[config.mk]
export PLATFORM = sky130hd
export DESIGN_NAME = ioshim_ep_fifo
export DESIGN_NICKNAME = d
export VERILOG_FILES = /design/src/rtl/ioshim_ep_fifo.sv
export SDC_FILE = /design/constraint.sdc
export NUM_CORES = 1
export LEC_CHECK = 0
export CAP_MARGIN = 25
export CORE_AREA = 2 2 121 123
export DETAILED_ROUTE_END_ITERATION = 16
export DIE_AREA = 0 0 123 125
export PLACE_DENSITY = 0.71
export SLEW_MARGIN = 10
export SYNTH_ARGS = -nofsm -noshare
export SYNTH_HDL_FRONTEND = slang
export SYNTH_SLANG_ARGS = --single-unit
[constraint.sdc]
create_clock -name clk -period 4.7 [get_ports clk]
set_clock_uncertainty 0.15 [all_clocks]
set_input_delay 0.47 -clock clk [delete_from_list [all_inputs] [get_ports clk]]
set_output_delay 0.47 -clock clk [all_outputs]
set_load 0.01 [all_outputs]
[src/rtl/ioshim_ep_fifo.sv]
// ioshim_ep_fifo: byte-stream endpoint on the ioshim_cpu io bus.
// Four endpoint slots serve a CPU-to-sink TX FIFO and a source-to-CPU RX FIFO.
module ioshim_ep_fifo #(
    parameter int EPBASE = 4,
    parameter int DEPTH  = 8
) (
    input  logic        clk,
    input  logic        resetn,
    input  logic        io_en,
    input  logic [4:0]  io_epnum,
    input  logic [7:0]  io_dout1,
    input  logic [7:0]  io_dout2,
    input  logic [15:0] io_ab_dout,
    output logic        io_wreg,
    output logic [7:0]  io_din,
    output logic        io_wa,
    output logic        io_wb,
    output logic [15:0] io_ab_din,
    output logic        tx_valid,
    input  logic        tx_ready,
    output logic [7:0]  tx_data,
    input  logic        rx_valid,
    output logic        rx_ready,
    input  logic [7:0]  rx_data
);

    localparam int AW = $clog2(DEPTH);
    localparam int CW = AW + 1;
    localparam logic [4:0] EPB = 5'(EPBASE);
    localparam logic [CW-1:0] FULLC = CW'(DEPTH);

    logic [7:0]    tx_mem_q [DEPTH];
    logic [7:0]    rx_mem_q [DEPTH];
    logic [AW-1:0] tx_rp_q, tx_wp_q, rx_rp_q, rx_wp_q;
    logic [CW-1:0] tx_cnt_q, rx_cnt_q, tx_cnt_d, rx_cnt_d;

    logic          wreg_q, wa_q, wb_q, wreg_d, wa_d, wb_d;
    logic [7:0]    din_q, din_d;
    logic [15:0]   ab_q, ab_d;

    logic          hit, tx_full, tx_empty, rx_full, rx_empty;
    logic          tx_push, tx_pop, rx_push, rx_pop, tx_flush, rx_flush;
    logic [1:0]    k;
    logic [7:0]    rx_head;

    // A/B operand is not used by this endpoint
    logic          unused_ab;
    assign unused_ab = ^io_ab_dout;

    assign hit      = io_en && (io_epnum[4:2] == EPB[4:2]);
    assign k        = io_epnum[1:0];
    assign tx_full  = (tx_cnt_q == FULLC);
    assign tx_empty = (tx_cnt_q == '0);
    assign rx_full  = (rx_cnt_q == FULLC);
    assign rx_empty = (rx_cnt_q == '0);

    assign tx_valid = !tx_empty;
    assign tx_data  = tx_mem_q[tx_rp_q];
    assign rx_ready = !rx_full && resetn;
    assign rx_head  = rx_mem_q[rx_rp_q];

    assign tx_push  = hit && (k == 2'd0) && !tx_full;
    assign rx_pop   = hit && (k == 2'd1) && !rx_empty;
    assign tx_flush = hit && (k == 2'd3) && io_dout1[0];
    assign rx_flush = hit && (k == 2'd3) && io_dout1[1];
    assign tx_pop   = tx_valid && tx_ready;
    assign rx_push  = rx_valid && rx_ready;

    assign io_wreg   = wreg_q;
    assign io_din    = din_q;
    assign io_wa     = wa_q;
    assign io_wb     = wb_q;
    assign io_ab_din = ab_q;

    // Count update; a flush wins over any same-cycle push or pop
    always_comb begin
        tx_cnt_d = tx_cnt_q + CW'(tx_push) - CW'(tx_pop);
        rx_cnt_d = rx_cnt_q + CW'(rx_push) - CW'(rx_pop);
        if (tx_flush) tx_cnt_d = '0;
        if (rx_flush) rx_cnt_d = '0;
    end

    // Response decode for the request sampled this cycle
    always_comb begin
        wreg_d = 1'b0;
        din_d  = 8'h00;
        wa_d   = 1'b0;
        wb_d   = 1'b0;
        ab_d   = 16'h0000;
        if (hit) begin
            unique case (k)
                2'd0: begin
                    wreg_d = 1'b1;
                    din_d  = {7'b0, tx_push};
                end
                2'd1: begin
                    wreg_d = 1'b1;
                    din_d  = rx_empty ? 8'h00 : rx_head;
                    wa_d   = 1'b1;
                    ab_d   = {15'b0, !rx_empty};
                end
                2'd2: begin
                    wreg_d = 1'b1;
                    din_d  = {6'b0, tx_full, rx_empty};
                    wb_d   = 1'b1;
                    ab_d   = {8'(tx_cnt_q), 8'(rx_cnt_q)};
                end
                2'd3: begin
                    wreg_d = 1'b0;
                end
            endcase
        end
    end

    // FIFO storage writes; data array needs no reset
    always_ff @(posedge clk) begin
        if (tx_push && !tx_flush) tx_mem_q[tx_wp_q] <= io_dout2;
        if (rx_push && !rx_flush) rx_mem_q[rx_wp_q] <= rx_data;
    end

    // Pointers, counts and registered response
    always_ff @(posedge clk or negedge resetn) begin
        if (!resetn) begin
            tx_rp_q  <= '0;
            tx_wp_q  <= '0;
            rx_rp_q  <= '0;
            rx_wp_q  <= '0;
            tx_cnt_q <= '0;
            rx_cnt_q <= '0;
            wreg_q   <= 1'b0;
            din_q    <= 8'h00;
            wa_q     <= 1'b0;
            wb_q     <= 1'b0;
            ab_q     <= 16'h0000;
        end else begin
            tx_cnt_q <= tx_cnt_d;
            rx_cnt_q <= rx_cnt_d;
            if (tx_flush) begin
                tx_rp_q <= '0;
                tx_wp_q <= '0;
            end else begin
                if (tx_push) tx_wp_q <= tx_wp_q + 1'b1;
                if (tx_pop)  tx_rp_q <= tx_rp_q + 1'b1;
            end
            if (rx_flush) begin
                rx_rp_q <= '0;
                rx_wp_q <= '0;
            end else begin
                if (rx_push) rx_wp_q <= rx_wp_q + 1'b1;
                if (rx_pop)  rx_rp_q <= rx_rp_q + 1'b1;
            end
            wreg_q <= wreg_d;
            din_q  <= din_d;
            wa_q   <= wa_d;
            wb_q   <= wb_d;
            ab_q   <= ab_d;
        end
    end

endmodule
==> results.cfg, run 1 <==
[layout]
final_util = 0.573
antenna_cells = 0
fin_nets = 520
drive_gt1_frac = 0.154
synthToLayoutAreaGrowth_pct = 17.4
postLayoutCellArea_um2 = 8140
fillers = 1080

[worst_setup_path]
crit_family = flip-flops
crit_fanout = 18
cpPeakStageDelay_ns = 0.98
cp_cell_sequence = mux4_1, mux2_2, clkdlybuf4s50_1
critical_path_class = reg2out
crit_path_end_kind = output port
critPathSlowestCell = dfrtp_1
cp.arrival_ns = 2.84
cp.required_ns = 4.08
path_buf_inv = 1
crit_path_start_kind = register

[synth]
synthMuxAreaShare = 0.139
syn_avg_cell_area_um2 = 18.1
synth-simple-area-share = 0.0685
synth_xor_area_frac = 0.0152
yosys-top-cells-count = edfxtp_1 (128), dfrtp_1 (39), nor2_1 (33), ha_1 (20), mux4_2 (20)
syn_area_um2 = 6940
synthTopCellsByArea = edfxtp_1 (55%), dfrtp_1 (14%), mux4_2 (6.5%), mux4_1 (4.5%), ha_1 (3.6%)
yosys.area.top_type_share = 0.554
synth_fa_ha_area_frac = 0.0418
yosysTopAreaCell = edfxtp_1
synth_edf_count = 128
synth_ff_type = edfxtp_1
synth_compound_area_frac = 0.00848
async_reset_ff_frac = 0.234
yosysSeqAreaShare = 0.695
syn-instance-count = 383
synth_top_family_by_area = multiplexers
yosysWarnings = 0
ys_ff_latch = 167
yosysMostFrequentCell = edfxtp_1
synth_cell_types = 43

[placed_design]
dpl-instance-area_um2 = 7620
io_buffers = 56
gp_congestion = 0.758
dp_hpwl_mm = 7.68

[clocking]
clk-insertion-delay-late_ns = 0.42
cts_made_buffers = 17
cts_tree = done
clk_pin_slew_ns = 0.06
cts_resized = 0
ctsLongestPathBuffers = 2
clock_sink_count = 167
clockRootBuffer = clkbuf_16
h-tree-depth = 4

[power_and_ir_drop]
pwr-share-seq = 0.471
power_density_nw_per_um2 = 501
total_leakage_power_nw = 2.99
p_sw_frac = 0.274
clockPowerShare = 0.297
p_comb_frac = 0.232
p_int_w = 0.00296
finalPower_w = 0.00408
ir_drop_v = 0.000283
switchingPower_w = 0.00111

[timing]
setup_viol = 0
rsz0062_at_grt = false
fin_crit_ns = 3.46
min_period_over_period = 0.736
relSlewSlack = 0.351
slew_viol_final = 0
timing.setup.tns_ns = 0
whs_ns = 0.332
fmax_ghz = 0.289
hold_violations = 0
tightest_slew_ns = 0.973

[global_routing]
grt_pass1_wl_mm = 18.6
grt_pass1_vias = 3446
grt_antenna_before_repair = 0
grt_max_degree = 42
track_usage = 0.166
grt-ovfl-total = 0

[detailed_routing]
wire_per_inst_um = 18.3
first_pass_iters = 4
routed_wl_mm = 11.8
vias = 3412
route.detailed.drc = 0
vias_per_cell = 5.30
first_iter_violations = 195
ant_nets = 0

[floorplanning]
die_area_um2 = 15400
fp.dieH_um = 125
ios = 87
fp.dieW_um = 123
start_util = 0.488
coreArea_um2 = 14200
rows = 44

[worst_hold_path]
min_path_type = reg2reg

[run]
drv_cap = 0

[outcome]
status = completed
final timing paths:
kind / startpoint / slack [ns] / end / cells after the start
max: tx_rp_q[0] / 1.24 / tx_data[3] / 3
min: rx_cnt_q[2] / 0.33 / io_ab_din[2] / 1
max reg2reg: rx_cnt_q[2] / 1.81 / rx_cnt_q[2] / 11
min reg2reg: rx_cnt_q[2] / 0.33 / io_ab_din[2] / 1
max in group asynchronous: resetn / 3.51 / io_ab_din[8] / 3
min in group asynchronous: resetn / 0.52 / rx_cnt_q[3] / 3
power by group through the flow:
stage / logic (W) / clock network (W) / registers (W)
CTS: 0.000966 / 0.00123 / 0.00192
global placement: 0.000923 / 0 / 0.00195
finish: 0.000947 / 0.00121 / 0.00192
floorplan: 0.000815 / 0 / 0.00181
global route: 0.00105 / 0.00129 / 0.00194
detailed placement: 0.000957 / 0 / 0.00196
logic make-up (layout without fill, tap and decap cells):
kind of cell	count (synthesis)	after routing
AO/OA/AOI/OAI	9	9
adder cells (fa/ha/maj)	22	22
flip-flops	167	167
buffers and inverters	38	108
other	1	8
multiplexers	51	51
AND/OR/NAND/NOR	83	83
XOR/XNOR	12	12
cell type report:
type                            instances  area [um2]  share of cell area
Sequential cell                       167        4820               0.592
Clock inverter                         12        78.8             0.00968
Timing Repair Buffer                   60         588              0.0722
Inverter                               17        63.8             0.00784
Multi-Input combinational cell        185        1930               0.237
Clock buffer                           19         433              0.0532
Tap cell                              184         230              0.0283
cells in the final DEF (no fill, tap or decap), drive strengths merged, types with 2 or more instances in the layout:
| cell type | n |
|---|---|
| a21o | 2 |
| fa | 2 |
| a21oi | 4 |
| or3b | 4 |
| clkinvlp | 2 |
| nand3 | 6 |
| conb | 8 |
| nand2b | 5 |
| dfrtp | 39 |
| mux2 | 9 |
| nand4 | 2 |
| ha | 20 |
| clkbuf | 19 |
| edfxtp | 128 |
| xor2 | 7 |
| inv | 19 |
| clkdlybuf4s50 | 55 |
| nor2 | 33 |
| buf | 4 |
| nor2b | 5 |
| nand2 | 5 |
| xnor2 | 5 |
| and2 | 9 |
| mux4 | 32 |
| or3 | 2 |
| clkinv | 8 |
| and3 | 3 |
| mux2i | 10 |
| nor3 | 4 |
routing by layer:
metal / GRT usage / part of all wire / vias up
li1: - / - / 1574
met1: 0.212 / 0.42 / 1748
met2: 0.274 / 0.52 / 70
met3: 0.0415 / 0.039 / 20
met4: 0.0642 / 0.017 / 0
met5: 0 / 0 / -
metrics by stage:
| step | instances | setup WS, ns |
|---|---|---|
| 2_1_floorplan | 390 | 2.06 |
| 3_3_place_gp | 612 | 1.37 |
| 3_5_place_dp | 612 | 1.33 |
| 4_1_cts | 644 | 1.21 |
| 5_1_grt | 644 | 1.10 |
| 6_report | 644 | 1.24 |
state kept, by name (all words and copies together), names as in the netlist, 3 cells and up:
register   flops
io_din         8
rx_mem_q      64
tx_mem_q      64
tx_wp_q        3
rx_wp_q        3
rx_cnt_q       4
io_ab_din      8
tx_cnt_q       4
tx_rp_q        3
rx_rp_q        3
repair_timing:
action / in CTS / in global routing
endpoints found under the hold margin: 24 / 0
hold buffers: 1 / 0
setup buffers: 0 / 0
Power figures use the tool's default switching activity.
==> run 2, diff against run 1 <==
==> constraint.sdc (replaced) <==
create_clock -name clk -period 3.5 [get_ports clk]
set_clock_uncertainty 0.15 [all_clocks]
set_input_delay 0.35 -clock clk [delete_from_list [all_inputs] [get_ports clk]]
set_output_delay 0.35 -clock clk [all_outputs]
set_load 0.01 [all_outputs]
==> results.cfg, run 2 (same netlist as run 1, synthesis figures left out) <==
[outcome]
status = completed

[layout]
final_cells = 664
antenna_cells = 0
layout.area.seq_um2 = 4820
most-common-layout-cells = edfxtp_1 (128), clkdlybuf4s50_1 (55), dfrtp_1 (39), nor2_1 (33), buf_4 (22)
fillers = 1058
drive_gt1_frac = 0.192
fin_nets = 539
synthToLayoutAreaGrowth_pct = 20.1
reg_top3 = rx_mem_q x64, tx_mem_q x64
multi_input_area_um2 = 1930
mostFrequentLayoutCell = edfxtp_1

[clocking]
clock_sink_count = 167
clk-insertion-delay-late_ns = 0.43
post_cts_buffers = 0
clk_pin_slew_ns = 0.07
ctsLongestPathBuffers = 2
clockRootBuffer = clkbuf_16
cts_made_buffers = 17
cts_tree = done
h-tree-depth = 4

[detailed_routing]
top_layer_used = met4
ant_nets = 0
first_iter_violations = 223
wire_per_inst_um = 17.9
vias_per_cell = 5.20
first_pass_iters = 4
route.detailed.drc = 0
wl_met1_mm = 4.96
wl_met3_um = 412
met2_length_mm = 6.29
vias = 3454
routed_wl_mm = 11.9

[floorplanning]
fp.dieW_um = 123
ios = 87
coreArea_um2 = 14200
rows = 44
die_area_um2 = 15400
start_util = 0.488
fp.dieH_um = 125

[placed_design]
place_ws_ns = 0.515
gp_congestion = 0.736
dp_hpwl_mm = 7.95
io_buffers = 56
dpl.cell_count = 631

[worst_setup_path]
cp_cell_sequence = mux4_1, mux2_2, clkdlybuf4s50_1
crit_path_start_kind = register
path_buf_inv = 1
cp.arrival_ns = 2.43
critPathLaunch = tx_rp_q[1]
crit_fanout = 18
regToRegStartpoint = rx_cnt_q[2]
cp.required_ns = 3.00
cpPeakStageDelay_ns = 0.81
crit_path_end_kind = output port
crit_family = flip-flops
critical_path_class = reg2out
critPathSlowestCell = dfrtp_1
reg2reg_slack_ns = 0.66

[worst_hold_path]
hold_start = tx_cnt_q[2]
min_path_type = reg2reg

[timing]
tightest_slew_ns = 0.779
fin_crit_ns = 2.93
slew_viol_final = 0
setup_viol = 0
timing.setup.tns_ns = 0
final.setup.worst_slack_ns = 0.570
min_period_over_period = 0.837
relSlewSlack = 0.481
rsz0062_at_grt = false
hold_violations = 0
fmax_ghz = 0.341

[global_routing]
grt_antenna_before_repair = 0
track_usage = 0.168
grt_pass1_vias = 3598
grt_pass1_wl_mm = 18.7
grt_max_degree = 42
grt-ovfl-total = 0

[power_and_ir_drop]
ir_drop_v = 0.000387
finalPower_w = 0.00563
total_leakage_power_nw = 3.11
power_density_nw_per_um2 = 676

[run]
drv_cap = 0
## run 2: cell types whose count changed in the layout (fill, tap and decap cells not counted), moves of 2 or more
cell,delta
clkinv_2,-5
clkbuf_1,-2
inv_8,+5
buf_4,+19
inv_6,+3
## run 2: final cells by class
type,count,area share
well taps,184,0.0276
inverters,17,0.00766
repair buffers,79,0.0877
multi-input cells,185,0.231
flip-flops and latches,167,0.579
clock inverters,15,0.0158
clock buffers,17,0.0511
## run 2: repair_timing
| item | 4_1_cts | 5_1_grt |
|---|---|---|
| hold endpoints to repair | 39 | 0 |
| hold buffers | 1 | 0 |
| resized for setup | 0 | 0 |
## run 2: stage by stage
stage / utilization / hold slack, ns / instance area [um2]
final: 0.586 / 0.343 / 8330
after global routing: 0.586 / 0.359 / 8330
after CTS: 0.586 / 0.347 / 8330
after detailed placement: 0.546 / 0.318 / 7760
after global placement: 0.546 / 0.309 / 7760
after floorplan: - / -0.0956 / 6960
## run 2: power by group
| part | total, W | switching [W] | leakage [nW] | internal [W] |
|---|---|---|---|---|
| clock network | 0.00175 | 0.000812 | 0.270 | 0.000937 |
| registers | 0.00254 | 0.000227 | 1.66 | 0.00231 |
| logic | 0.00135 | 0.000549 | 1.18 | 0.000797 |
| total | 0.00563 | 0.00159 | 3.11 | 0.00404 |
## run 2: path summary, 6_finish.rpt
check,endpoint,cells after the start
setup / recovery,tx_data[0],3
hold / removal,io_ab_din[10],1
setup reg to reg,rx_cnt_q[2],11
hold reg to reg,io_ab_din[10],1
max in group asynchronous,io_din[7],3
min in group asynchronous,rx_cnt_q[3],3
## run 2: layer usage
| metal | track usage | up-vias |
|---|---|---|
| met5 | 0 | - |
| met4 | 0.0662 | 0 |
| met3 | 0.0424 | 21 |
| met2 | 0.292 | 57 |
| met1 | 0.198 | 1766 |
| li1 | - | 1610 |
